$ cat src/rtl/instr_loader.sv
// Serial instruction loader: assembles received bytes into words for the instruction memory
// and sequences CPU reset, run and single-step control from one-byte commands.
module instr_loader #(
  parameter int unsigned DATA_WIDTH = 32,
  parameter int unsigned BYTE_WIDTH = 8,
  parameter int unsigned MEM_DEPTH  = 64,
  parameter int unsigned RST_CYCLES = 2
) (
  input  logic                  i_clock,
  input  logic                  i_reset,
  input  logic [BYTE_WIDTH-1:0] i_rx_data,
  input  logic                  i_rx_valid,
  input  logic                  i_finish,
  output logic [DATA_WIDTH-1:0] o_instruccion,
  output logic [DATA_WIDTH-1:0] o_address,
  output logic                  o_loading,
  output logic                  o_cpu_reset,
  output logic                  o_start,
  output logic                  o_step,
  output logic                  o_error
);

  localparam int unsigned BytesPerWord = DATA_WIDTH / BYTE_WIDTH;
  localparam int unsigned ByteCntW     = (BytesPerWord > 1) ? $clog2(BytesPerWord) : 1;
  localparam int unsigned WordCntW     = $clog2(MEM_DEPTH + 1);
  localparam int unsigned RstCntW      = (RST_CYCLES > 1) ? $clog2(RST_CYCLES) : 1;
  localparam int unsigned AsmW         = DATA_WIDTH - BYTE_WIDTH;

  localparam logic [BYTE_WIDTH-1:0] CmdLoad = BYTE_WIDTH'(8'h4C);
  localparam logic [BYTE_WIDTH-1:0] CmdRun  = BYTE_WIDTH'(8'h52);
  localparam logic [BYTE_WIDTH-1:0] CmdStep = BYTE_WIDTH'(8'h53);

  typedef enum logic [2:0] {
    StIdle,
    StLoad,
    StFlush,
    StCpuRst,
    StRun,
    StStep
  } state_e;

  state_e                state_q;
  logic [AsmW-1:0]       asm_q;
  logic [ByteCntW-1:0]   byte_cnt_q;
  logic [WordCntW-1:0]   word_cnt_q;
  logic [RstCntW-1:0]    rst_cnt_q;
  logic [DATA_WIDTH-1:0] instr_q;
  logic [DATA_WIDTH-1:0] address_q;
  logic                  loading_q;
  logic                  cpu_reset_q;
  logic                  start_q;
  logic                  step_q;
  logic                  error_q;

  logic [DATA_WIDTH-1:0] word_asm;
  logic                  last_byte;
  logic                  is_halt;

  // asm_q holds only the earlier bytes of the word; the current byte completes it.
  assign word_asm  = {asm_q, i_rx_data};
  assign last_byte = (byte_cnt_q == ByteCntW'(BytesPerWord - 1));
  assign is_halt   = &word_asm[DATA_WIDTH-1 -: 6];

  always_ff @(posedge i_clock or negedge i_reset) begin
    if (!i_reset) begin
      state_q     <= StIdle;
      asm_q       <= '0;
      byte_cnt_q  <= '0;
      word_cnt_q  <= '0;
      rst_cnt_q   <= '0;
      instr_q     <= '0;
      address_q   <= '0;
      loading_q   <= 1'b0;
      cpu_reset_q <= 1'b0;
      start_q     <= 1'b0;
      step_q      <= 1'b0;
      error_q     <= 1'b0;
    end else begin
      case (state_q)
        StIdle: begin
          if (i_rx_valid) begin
            if (i_rx_data == CmdLoad) begin
              state_q    <= StLoad;
              loading_q  <= 1'b1;
              address_q  <= '0;
              error_q    <= 1'b0;
              byte_cnt_q <= '0;
              word_cnt_q <= '0;
            end else if (i_rx_data == CmdRun) begin
              state_q <= StRun;
              start_q <= 1'b1;
              step_q  <= 1'b1;
            end else if (i_rx_data == CmdStep) begin
              state_q <= StStep;
              start_q <= 1'b1;
              step_q  <= 1'b1;
            end
          end
        end
        StLoad: begin
          // The last permitted word has already been presented for one write cycle.
          if (word_cnt_q == WordCntW'(MEM_DEPTH)) begin
            state_q   <= StIdle;
            loading_q <= 1'b0;
            error_q   <= 1'b1;
          end else if (i_rx_valid) begin
            asm_q      <= word_asm[AsmW-1:0];
            byte_cnt_q <= byte_cnt_q + ByteCntW'(1);
            if (last_byte) begin
              byte_cnt_q <= '0;
              instr_q    <= word_asm;
              address_q  <= DATA_WIDTH'(word_cnt_q);
              word_cnt_q <= word_cnt_q + WordCntW'(1);
              if (is_halt) begin
                state_q <= StFlush;
              end
            end
          end
        end
        StFlush: begin
          state_q     <= StCpuRst;
          cpu_reset_q <= 1'b1;
          rst_cnt_q   <= '0;
        end
        StCpuRst: begin
          if (rst_cnt_q == RstCntW'(RST_CYCLES - 1)) begin
            state_q     <= StIdle;
            cpu_reset_q <= 1'b0;
            loading_q   <= 1'b0;
          end else begin
            rst_cnt_q <= rst_cnt_q + RstCntW'(1);
          end
        end
        StRun: begin
          if (i_finish) begin
            state_q <= StIdle;
            start_q <= 1'b0;
            step_q  <= 1'b0;
          end
        end
        StStep: begin
          step_q <= 1'b0;
          if (i_finish) begin
            state_q <= StIdle;
            start_q <= 1'b0;
          end else if (i_rx_valid && (i_rx_data == CmdStep)) begin
            step_q <= 1'b1;
          end
        end
        default: state_q <= StIdle;
      endcase
    end
  end

  assign o_instruccion = instr_q;
  assign o_address     = address_q;
  assign o_loading     = loading_q;
  assign o_cpu_reset   = cpu_reset_q;
  assign o_start       = start_q;
  assign o_step        = step_q;
  assign o_error       = error_q;

endmodule

$ cat config.mk
export PLATFORM = sky130hd
export DESIGN_NAME = instr_loader
export DESIGN_NICKNAME = d
export VERILOG_FILES = /design/src/rtl/instr_loader.sv
export SDC_FILE = /design/constraint.sdc
export NUM_CORES = 1
export LEC_CHECK = 0
export BUFFER_PORTS_ARGS = -buffer_cell sky130_fd_sc_hd__buf_2
export CORE_UTILIZATION = 45
export CTS_BUF_LIST = sky130_fd_sc_hd__clkbuf_8
export DETAILED_ROUTE_END_ITERATION = 8
export PLACE_DENSITY = 0.75
export REMOVE_ABC_BUFFERS = 1
export SETUP_SLACK_MARGIN = 0.1
export SYNTH_ARGS = -nofsm -noshare
export SYNTH_HDL_FRONTEND = slang
export SYNTH_SLANG_ARGS = --single-unit
$ cat constraint.sdc
create_clock -name i_clock -period 4.6 [get_ports i_clock]
set_input_delay 0.69 -clock i_clock [delete_from_list [all_inputs] [get_ports i_clock]]
set_output_delay 0.69 -clock i_clock [all_outputs]
set_load 0.02 [all_outputs]
* After elaboration in Yosys (flattened, before gate mapping) *
Cells that the tools add are included.

operators by class
  muxes and demuxes = 50
  bitwise gates (word level) = 1
  eq/ne operators = 25
  reduce and logical (&&, ||, !) cells = 19
  add/sub/neg operators = 3

operators with widths
  kind                                                              number
  32-bit 2-to-1 mux                                                 5
  32-bit case mux with 2 select lines                               1
  7-bit 2-to-1 mux                                                  5
  3-bit 2-to-1 mux                                                  10
  8-bit by 7-bit == test with 1-bit output (second input constant)  3
  5-bit AND reduction                                               4
  2-bit inequality test (second input constant)                     9
  1-bit 2-to-1 mux                                                  15
  3-bit case mux with 5 select lines                                1
  7-bit case mux with 2 select lines                                1
  3-bit inequality test (second input constant)                     4
  6-bit AND reduction                                               2
  2-bit 2-to-1 mux                                                  5
  1-bit case mux with 2 select lines                                4
  4-bit AND reduction                                               2
  7-bit by 1-bit adder with 7-bit output (second input constant)    1
  7-bit == test (second input constant)                             1
  7-bit AND reduction                                               1
  3-bit by 2-bit == test with 1-bit output (second input constant)  2
  3-bit == test (second input constant)                             2
  1-bit case mux with 3 select lines                                2
  2-bit nonzero test                                                3
  3-bit nonzero test                                                2
  4-bit inequality test (second input constant)                     1
  12 further kinds                                                  12

storage, ports and cells
  logic and storage cells = 110
  register bits = 106
  output and inout bits = 69

* Depth between registers and ports, before layout *
Gate-level depths: netlist of the first run.

  word-level depth = 6
  gate-level depth with buffers = 8
  depth with buffers taken out = 6

* Worst setup path after synthesis of the first run *
OpenSTA, ideal clock, no wires.

  path kind = input to register
  start point = in i_rx_data[7]
  end point = reg word_cnt_q[4]
  arrival time = 1.763 ns
  library setup time = 0.134 ns
  cell stages on the path = 4
  path slack = 2.704 ns
  cells stage by stage = or3b_4 -> or3_4 -> o21ai_2 -> o211ai_1

between the ends
  longest elaborated chain between the ends = 3

RTL lines
  what                                      RTL line  source
  from (decl)                               11        input logic [BYTE_WIDTH-1:0] i_rx_data,
  8-bit by 7-bit == test with 1-bit output  82        if (i_rx_data == CmdLoad) begin
  2-bit inequality test (no source line)    -
  6-bit AND reduction (no source line)      -
  to (signal assigned)                      113       word_cnt_q <= word_cnt_q + WordCntW'(1);
  to (decl)                                 45        logic [WordCntW-1:0] word_cnt_q;

Every way passes these cells.
A chain may end at the register's enable or synchronous reset.

* Final worst setup path of the first run *
  start point = reg state_q[0]
  end point = reg word_cnt_q[5]

between the ends
  longest elaborated chain between the ends = 3
  elaborated cells between the ends (all ways) = 10
  classes of those cells = eq/ne: 6; mux: 1; reduce/logical: 3

RTL lines
  what                                                                          RTL line  source
  from (decl)                                                                   42        state_e state_q;
  from (signal assigned)                                                        66        state_q <= StIdle;
  from (signal assigned)                                                        83        state_q <= StLoad;
  from (signal assigned)                                                        90        state_q <= StRun;
  3-bit by 1-bit == test with 1-bit output or 3-bit zero test (tied branches)   79        case (state_q)
  2-bit inequality test (no source line) or 2-bit nonzero test (tied branches)  -
  6-bit AND reduction (no source line)                                          -

Several ways; a longest one is shown, not always the timed one.

==> results of run 1 <==
-- path summary, 6_finish.rpt --
check	depth (start not counted)	end	start	slack, ns
min in group asynchronous	1	o_error$_DFFE_PN0P_	i_reset	0.51
worst max register to register	5	word_cnt_q[5]$_DFFE_PN0P_	state_q[0]$_DFFE_PN0P_	2.22
max in group asynchronous	1	asm_q[17]$_DFFE_PN0P_	i_reset	3.47
worst max-delay path	5	word_cnt_q[5]$_DFFE_PN0P_	state_q[0]$_DFFE_PN0P_	2.22
worst min register to register	2	o_instruccion[25]$_DFFE_PN0P_	asm_q[17]$_DFFE_PN0P_	0.47
worst min-delay path	2	o_instruccion[25]$_DFFE_PN0P_	asm_q[17]$_DFFE_PN0P_	0.47
-- worst reg2reg max path: stages (launching register included) --
cell	delay (ns)
dfrtp_1	0.74
and4bb_2	0.36
o211a_1	0.39
buf_4	0.40
o21ai_1	0.15
a22o_1	0.24
-- power groups by stage --
stage	Clock (mW)	Combinational (mW)	Sequential [mW]
detailed placement	0	1.03	1.27
global placement	0	1.00	1.26
CTS	0.521	1.04	1.27
finish	0.507	1.03	1.26
floorplan	0	0.538	1.42
global route	0.548	1.14	1.31
-- flip-flops by register name (all words and copies together) (netlist names) --
name           count
asm_q             24
byte_cnt_q         2
o_address          7
o_cpu_reset        1
o_error            1
o_instruccion     32
o_loading          1
o_start            1
o_step             1
rst_cnt_q          1
state_q            3
word_cnt_q         7
-- logic make-up (layout without fill, tap and decap cells) --
group	count (synthesis)	after routing	share of synthesized area
simple gates	153	153	0.2000
fa+ha+maj	3	3	0.009821
other cells	1	25	0.0009811
compound gates	53	53	0.1041
mux	26	26	0.07660
buf+inv	49	82	0.07823
flops	81	81	0.5303
-- per-stage QoR --
step           worst slack, ns  utilization  hold WS [ns]  cells
3_3_place_gp             2.234       0.4955        0.4513    512
3_5_place_dp             2.171       0.4955        0.4541    512
5_1_grt                  2.086       0.5191        0.5040    528
6_report                 2.224       0.5191        0.4692    528
4_1_cts                  2.261       0.5191        0.4746    528
2_1_floorplan            2.418            -        0.3944    350
-- Yosys cell counts (all sizes together), types with 2 or more instances --
cell type  number
or3b            3
dfrtp          81
inv             9
a22o            7
o21ai          21
and2            2
and4bb          3
nand4           6
nor4            6
clkbuf          2
nor2            8
o21bai          2
nor3b           2
o31ai           2
ha              3
o211ai          2
a21oi           4
nand3           4
nor3            2
nand4bb         3
mux2           26
nand2         106
buf            38
nand2b          2
-- final cells by class --
type                    count  share of cell area
clock buffers               9             0.02904
flip-flops and latches     81              0.4752
multi-input cells         260              0.3720
inverters                   9            0.007920
well taps                 105             0.03080
repair buffers             57             0.06864
clock inverters             7             0.01643
-- metal layers --
layer / track usage / up-vias / wire length, um
met5: 0 / - / 0
met4: 0.07821 / 0 / 148
met3: 0.03398 / 11 / 279
met2: 0.2959 / 74 / 3624
met1: 0.2512 / 1355 / 3531
li1: - / 1308 / -
==> summary.txt, run 1 <==
Synthesis
  – Yosys cell types: 56
  – Cell accounting for the most synthesized area: dfrtp_1
  – Synth Instances: 366
  – Commonest register cell after synthesis: dfrtp_1
  – Seq/Total Area, Yosys: 0.5303
  – Synth Warn #: 0
  – Top cell type's share of synthesized area: 0.5303
  – Top cells by area, synth: dfrtp_1, nand2_1, mux2_2
  – Seq cells post-synth: 81
  – Cell Area, Synth: 3822 um2
  – Number of synthesized flops with an enable pin: 0
  – Asr flop ratio synth: 1.000
  – Syn avg cell area: 10.44 um2

Power and ir drop
  – Internal: 1.700 mW
  – Clock network power share: 0.181
  – Switching part of the total power: 0.3922
  – Gate power share: 0.367
  – Power per cell area: 655.8 nW/um2
  – Tot Pwr: 2.797 mW
  – Reg power frac: 0.452
  – Maximum VDD drop: 305.5 uV
  – Lkg Pwr: 2.122 nW
  – Psw: 1.097 mW

Clock network
  – # clock sinks: 81
  – CTS tree: yes
  – Max clock buf depth: 2
  – Hold-fix buffers at CTS: 0
  – Reg clk slew, reported paths: 0.08 ns
  – Gates resized, CTS repair: 0
  – Clock root buffer: clkbuf_8
  – Clock insertion delay at the later pin of the skew report: 0.35 ns
  – H-tree levels: 3
  – CTS buffer count: 9
  – # Post-CTS Setup Buffers: 0

STA
  – Worst Tran Pin Value: 0.9847 ns
  – Fmax: 420.9 MHz
  – Pins over their slew limit: 0
  – Min cycle time layout: 2.376 ns
  – Final setup vio count: 0
  – Fin crit share: 0.5165
  – Worst slew margin: 0.3435
  – RSZ-0062 raised after global routing: no
  – Final Hold Vio Count: 0
  – Clk_skew: 0.01276 ns
  – Setup TNS: 0 ns

Setup path
  – Critical Path End Type: flop
  – Critical Path Start Type: flop
  – Critical path fanouts, max: 32
  – Slowest cell on the critical path: dfrtp_1
  – Family with the most delay on the worst path: compound AO/OA/AOI/OAI gates
  – Critical-path cell list: and4bb_2, o211a_1, buf_4, o21ai_1, a22o_1
  – Worst path required time: 4.84 ns
  – Slowest stage delay, CP: 0.74 ns
  – Crit Path Category: flop to flop
  – CP bufs+invs: 1
  – CP arrival: 2.61 ns

Floorplanning
  – I/O pins: 81
  – Cell row count: 33
  – Die Wd: 94.17 um
  – Starting Density: 0.4652
  – Core Box Area: 8217 um2
  – Die Y: 94.17 um
  – Die area: 8867 um2

Cells and area
  – Register Area: 2027 um2
  – Share of cells above drive strength 1: 0.2742
  – Leading cell type in the layout, fill and taps excluded: nand2_1
  – Commonest non-fill, non-tap cells in the layout: nand2_1, dfrtp_1, buf_2
  – Synth-to-layout area growth: 11.59%
  – Area of the multi-input gates: 1587 um2
  – Final Cell Area: 4265 um2
  – Ant. Diodes: 0
  – Fill count: 760
  – Final #Nets: 433

Placement
  – I/O Buffers: 55
  – Detailed placement HPWL: 5.164 mm
  – Cell Area, Placed: 4071 um2
  – GP Congestion: 0.8423

Run status
  – Outcome: finished clean

Route
  – Drt via density: 5.205
  – 1st-iter DRT viols: 206
  – DR DRC count: 0
  – Final WL: 7.583 mm
  – DRT Pass-1 Iters: 4
  – Routed length per instance: 14.36 um
  – Vias: 2748
  – Antenna viol nets, final: 0

GRT
  – Gr usage total: 0.1869
  – First-pass GRT wire length: 12.83 mm
  – Largest net degree at the start of global routing: 82
  – GR Overflow Total: 0
  – Antenna violations before repair: 0
  – Vias in the first global route: 2661

Flow run
  – Max Cap Violations: 0

Worst hold path
  – Worst hold path class: flop to flop
Power figures use the tool's default switching activity.
==> run 2, diff against run 1 <==
==> constraint.sdc (replaced) <==
create_clock -name i_clock -period 2.2 [get_ports i_clock]
set_input_delay 0.33 -clock i_clock [delete_from_list [all_inputs] [get_ports i_clock]]
set_output_delay 0.33 -clock i_clock [all_outputs]
set_load 0.02 [all_outputs]
==> summary.txt, run 2 (synthesis results as in run 1) <==
Run status
  – Outcome: finished clean (unchanged)

STA
  – Min cycle time layout: 1.917 ns (was 2.376 ns)
  – Final setup vio count: 0 (unchanged)
  – Setup TNS: 0 ns (unchanged)
  – Pins over their slew limit: 0 (unchanged)
  – RSZ-0062 raised after global routing: no (unchanged)
  – Worst slew margin: 0.6378 (was 0.3435)
  – Clk_skew: 0.009396 ns (was 0.01276 ns)
  – Fmax: 521.5 MHz (was 420.9 MHz)
  – Worst Tran Pin Value: 0.5421 ns (was 0.9847 ns)
  – Final Hold Vio Count: 0 (unchanged)
  – Fin crit share: 0.8716 (was 0.5165)

Cells and area
  – Max FFs per register: 32 (unchanged)
  – Final core occ: 0.5305 (was 0.5191)
  – Synth-to-layout area growth: 14.04% (was 11.59%)
  – Leading cell type in the layout, fill and taps excluded: nand2_1 (unchanged)
  – Share of cells above drive strength 1: 0.2877 (was 0.2742)
  – Cell Count, Final, Fillers Out: 536 (was 528)
  – Final Cell Area: 4359 um2 (was 4265 um2)
  – Ant. Diodes: 0 (unchanged)
  – Final #Nets: 441 (was 433)
  – Commonest non-fill, non-tap cells in the layout: nand2_1, dfrtp_1, buf_2 (unchanged)

Route
  – DR DRC count: 0 (unchanged)
  – Vias: 2804 (was 2748)
  – Routed length per instance: 14.17 um (was 14.36 um)
  – DRT Pass-1 Iters: 4 (unchanged)
  – Antenna viol nets, final: 0 (unchanged)
  – 1st-iter DRT viols: 133 (was 206)
  – Drt via density: 5.231 (was 5.205)
  – Final WL: 7.593 mm (was 7.583 mm)

Worst hold path
  – Hold depth: 2 (unchanged)
  – Min-delay src: i_finish (was asm_q[17]$_DFFE_PN0P_)
  – Hold Path End: state_q[2]$_DFFE_PN0P_ (was o_instruccion[25]$_DFFE_PN0P_)
  – Worst hold path class: input port to flop (was flop to flop)

Placement
  – I/O Buffers: 55 (unchanged)
  – Cell Area, Placed: 4161 um2 (was 4071 um2)
  – Placed Cells incl. Taps: 519 (was 512)
  – Detailed placement HPWL: 5.444 mm (was 5.164 mm)
  – GP Congestion: 0.8487 (was 0.8423)

Floorplanning
  – Die Y: 94.17 um (unchanged)
  – Cell row count: 33 (unchanged)
  – Die Wd: 94.17 um (unchanged)
  – I/O pins: 81 (unchanged)
  – Core Box Area: 8217 um2 (unchanged)
  – Starting Density: 0.4652 (unchanged)
  – Die area: 8867 um2 (unchanged)

Setup path
  – Critical-path cell list: and4bb_2, o211a_1, o21ai_1, a22o_1 (was and4bb_2, o211a_1, buf_4, o21ai_1, a22o_1)
  – Worst Setup SP: state_q[1]$_DFFE_PN0P_ (was state_q[0]$_DFFE_PN0P_)
  – Critical path fanouts, max: 17 (was 32)
  – CP bufs+invs: 0 (was 1)
  – Slowest cell on the critical path: dfrtp_1 (unchanged)
  – Worst r2r src: state_q[1]$_DFFE_PN0P_ (was state_q[0]$_DFFE_PN0P_)
  – Critical Path Start Type: flop (unchanged)
  – Worst path required time: 2.44 ns (was 4.84 ns)
  – CP arrival: 2.16 ns (was 2.61 ns)
  – Critical Path End Type: flop (unchanged)
  – Flop2flop setup slack: 0.28 ns (was 2.22 ns)
  – Slowest stage delay, CP: 0.57 ns (was 0.74 ns)
  – Crit Path Category: flop to flop (unchanged)
  – Critical R2R Capture: word_cnt_q[5]$_DFFE_PN0P_ (unchanged)
  – FF-to-FF path depth: 4 (was 5)
  – Family with the most delay on the worst path: compound AO/OA/AOI/OAI gates (unchanged)

Clock network
  – Max clock buf depth: 2 (unchanged)
  – Hold-fix buffers at CTS: 1 (was 0)
  – # Post-CTS Setup Buffers: 0 (unchanged)
  – Reg clk slew, reported paths: 0.08 ns (about the same)
  – H-tree levels: 3 (unchanged)
  – Gates resized, CTS repair: 0 (unchanged)
  – Clock insertion delay at the later pin of the skew report: 0.35 ns (about the same)
  – # clock sinks: 81 (unchanged)
  – CTS buffer count: 9 (unchanged)
  – Clock root buffer: clkbuf_8 (unchanged)
  – CTS tree: yes (unchanged)

GRT
  – First-pass GRT wire length: 12.67 mm (was 12.83 mm)
  – Gr usage total: 0.1877 (was 0.1869)
  – Vias in the first global route: 2591 (was 2661)
  – GR Overflow Total: 0 (unchanged)
  – Antenna violations before repair: 0 (unchanged)
  – Largest net degree at the start of global routing: 38 (was 82)

Power and ir drop
  – Gate power share: 0.383 (was 0.367)
  – Switching part of the total power: 0.3974 (was 0.3922)
  – Tot Pwr: 5.886 mW (was 2.797 mW)
  – Power per cell area: 1350 nW/um2 (was 655.8 nW/um2)
  – Internal: 3.547 mW (was 1.700 mW)
  – Reg power frac: 0.444 (was 0.452)
  – Clock network power share: 0.173 (was 0.181)
  – Maximum VDD drop: 592.9 uV (was 305.5 uV)
  – Psw: 2.339 mW (was 1.097 mW)
  – Lkg Pwr: 2.168 nW (was 2.122 nW)

Flow run
  – Max Cap Violations: 0 (unchanged)
## run 2: cell types whose count changed in the layout (fill, tap and decap cells not counted), sizes merged
cell and change:
clkbuf +1, bufinv -1, inv +1, buf +7, dlygate4sd3 +1, clkinvlp -1
## run 2: per-stage QoR
stage	worst slack, ns	hold WS [ns]
floorplan	0.04493	0.03441
global placement	0.3902	0.2785
detailed placement	0.3158	0.2812
CTS	0.3033	0.1780
global route	0.2024	0.2121
finish	0.2825	0.1871
## run 2: final cells by class
cell class | instances | area [um2]
multi-input cells | 260 | 1587
flip-flops and latches | 81 | 2027
well taps | 105 | 131.4
fillers | 729 | 3857
clock buffers | 10 | 137.6
repair buffers | 65 | 392.9
clock inverters | 6 | 50.05
inverters | 9 | 33.78
## run 2: metal layers
layer  track usage  vias to the layer above  wire length [um]
met4       0.09359                        0               173
met2        0.2905                       96              3582
met3       0.03560                       15               432
met1        0.2516                     1363              3404
li1              -                     1330                 -
met5             0                        -                 0
## run 2: worst max-delay path by stage
stage                                   endpoint  slack [ns]  cells past startpoint
global route        o_instruccion[1]$_DFFE_PN0P_        0.20                      5
finish                 word_cnt_q[5]$_DFFE_PN0P_        0.28                      4
detailed placement     word_cnt_q[5]$_DFFE_PN0P_        0.32                      4
floorplan              word_cnt_q[5]$_DFFE_PN0P_        0.04                      4
CTS                    word_cnt_q[5]$_DFFE_PN0P_        0.30                      4
global placement       word_cnt_q[5]$_DFFE_PN0P_        0.39                      4
## run 2: power groups by stage
stage	combinational (mW)	clock, mW	sequential, mW
after floorplan	1.12	0	2.97
after global routing	2.49	1.09	2.73
after global placement	2.20	0	2.62
after detailed placement	2.27	0	2.64
final	2.25	1.02	2.62
after CTS	2.28	1.05	2.62
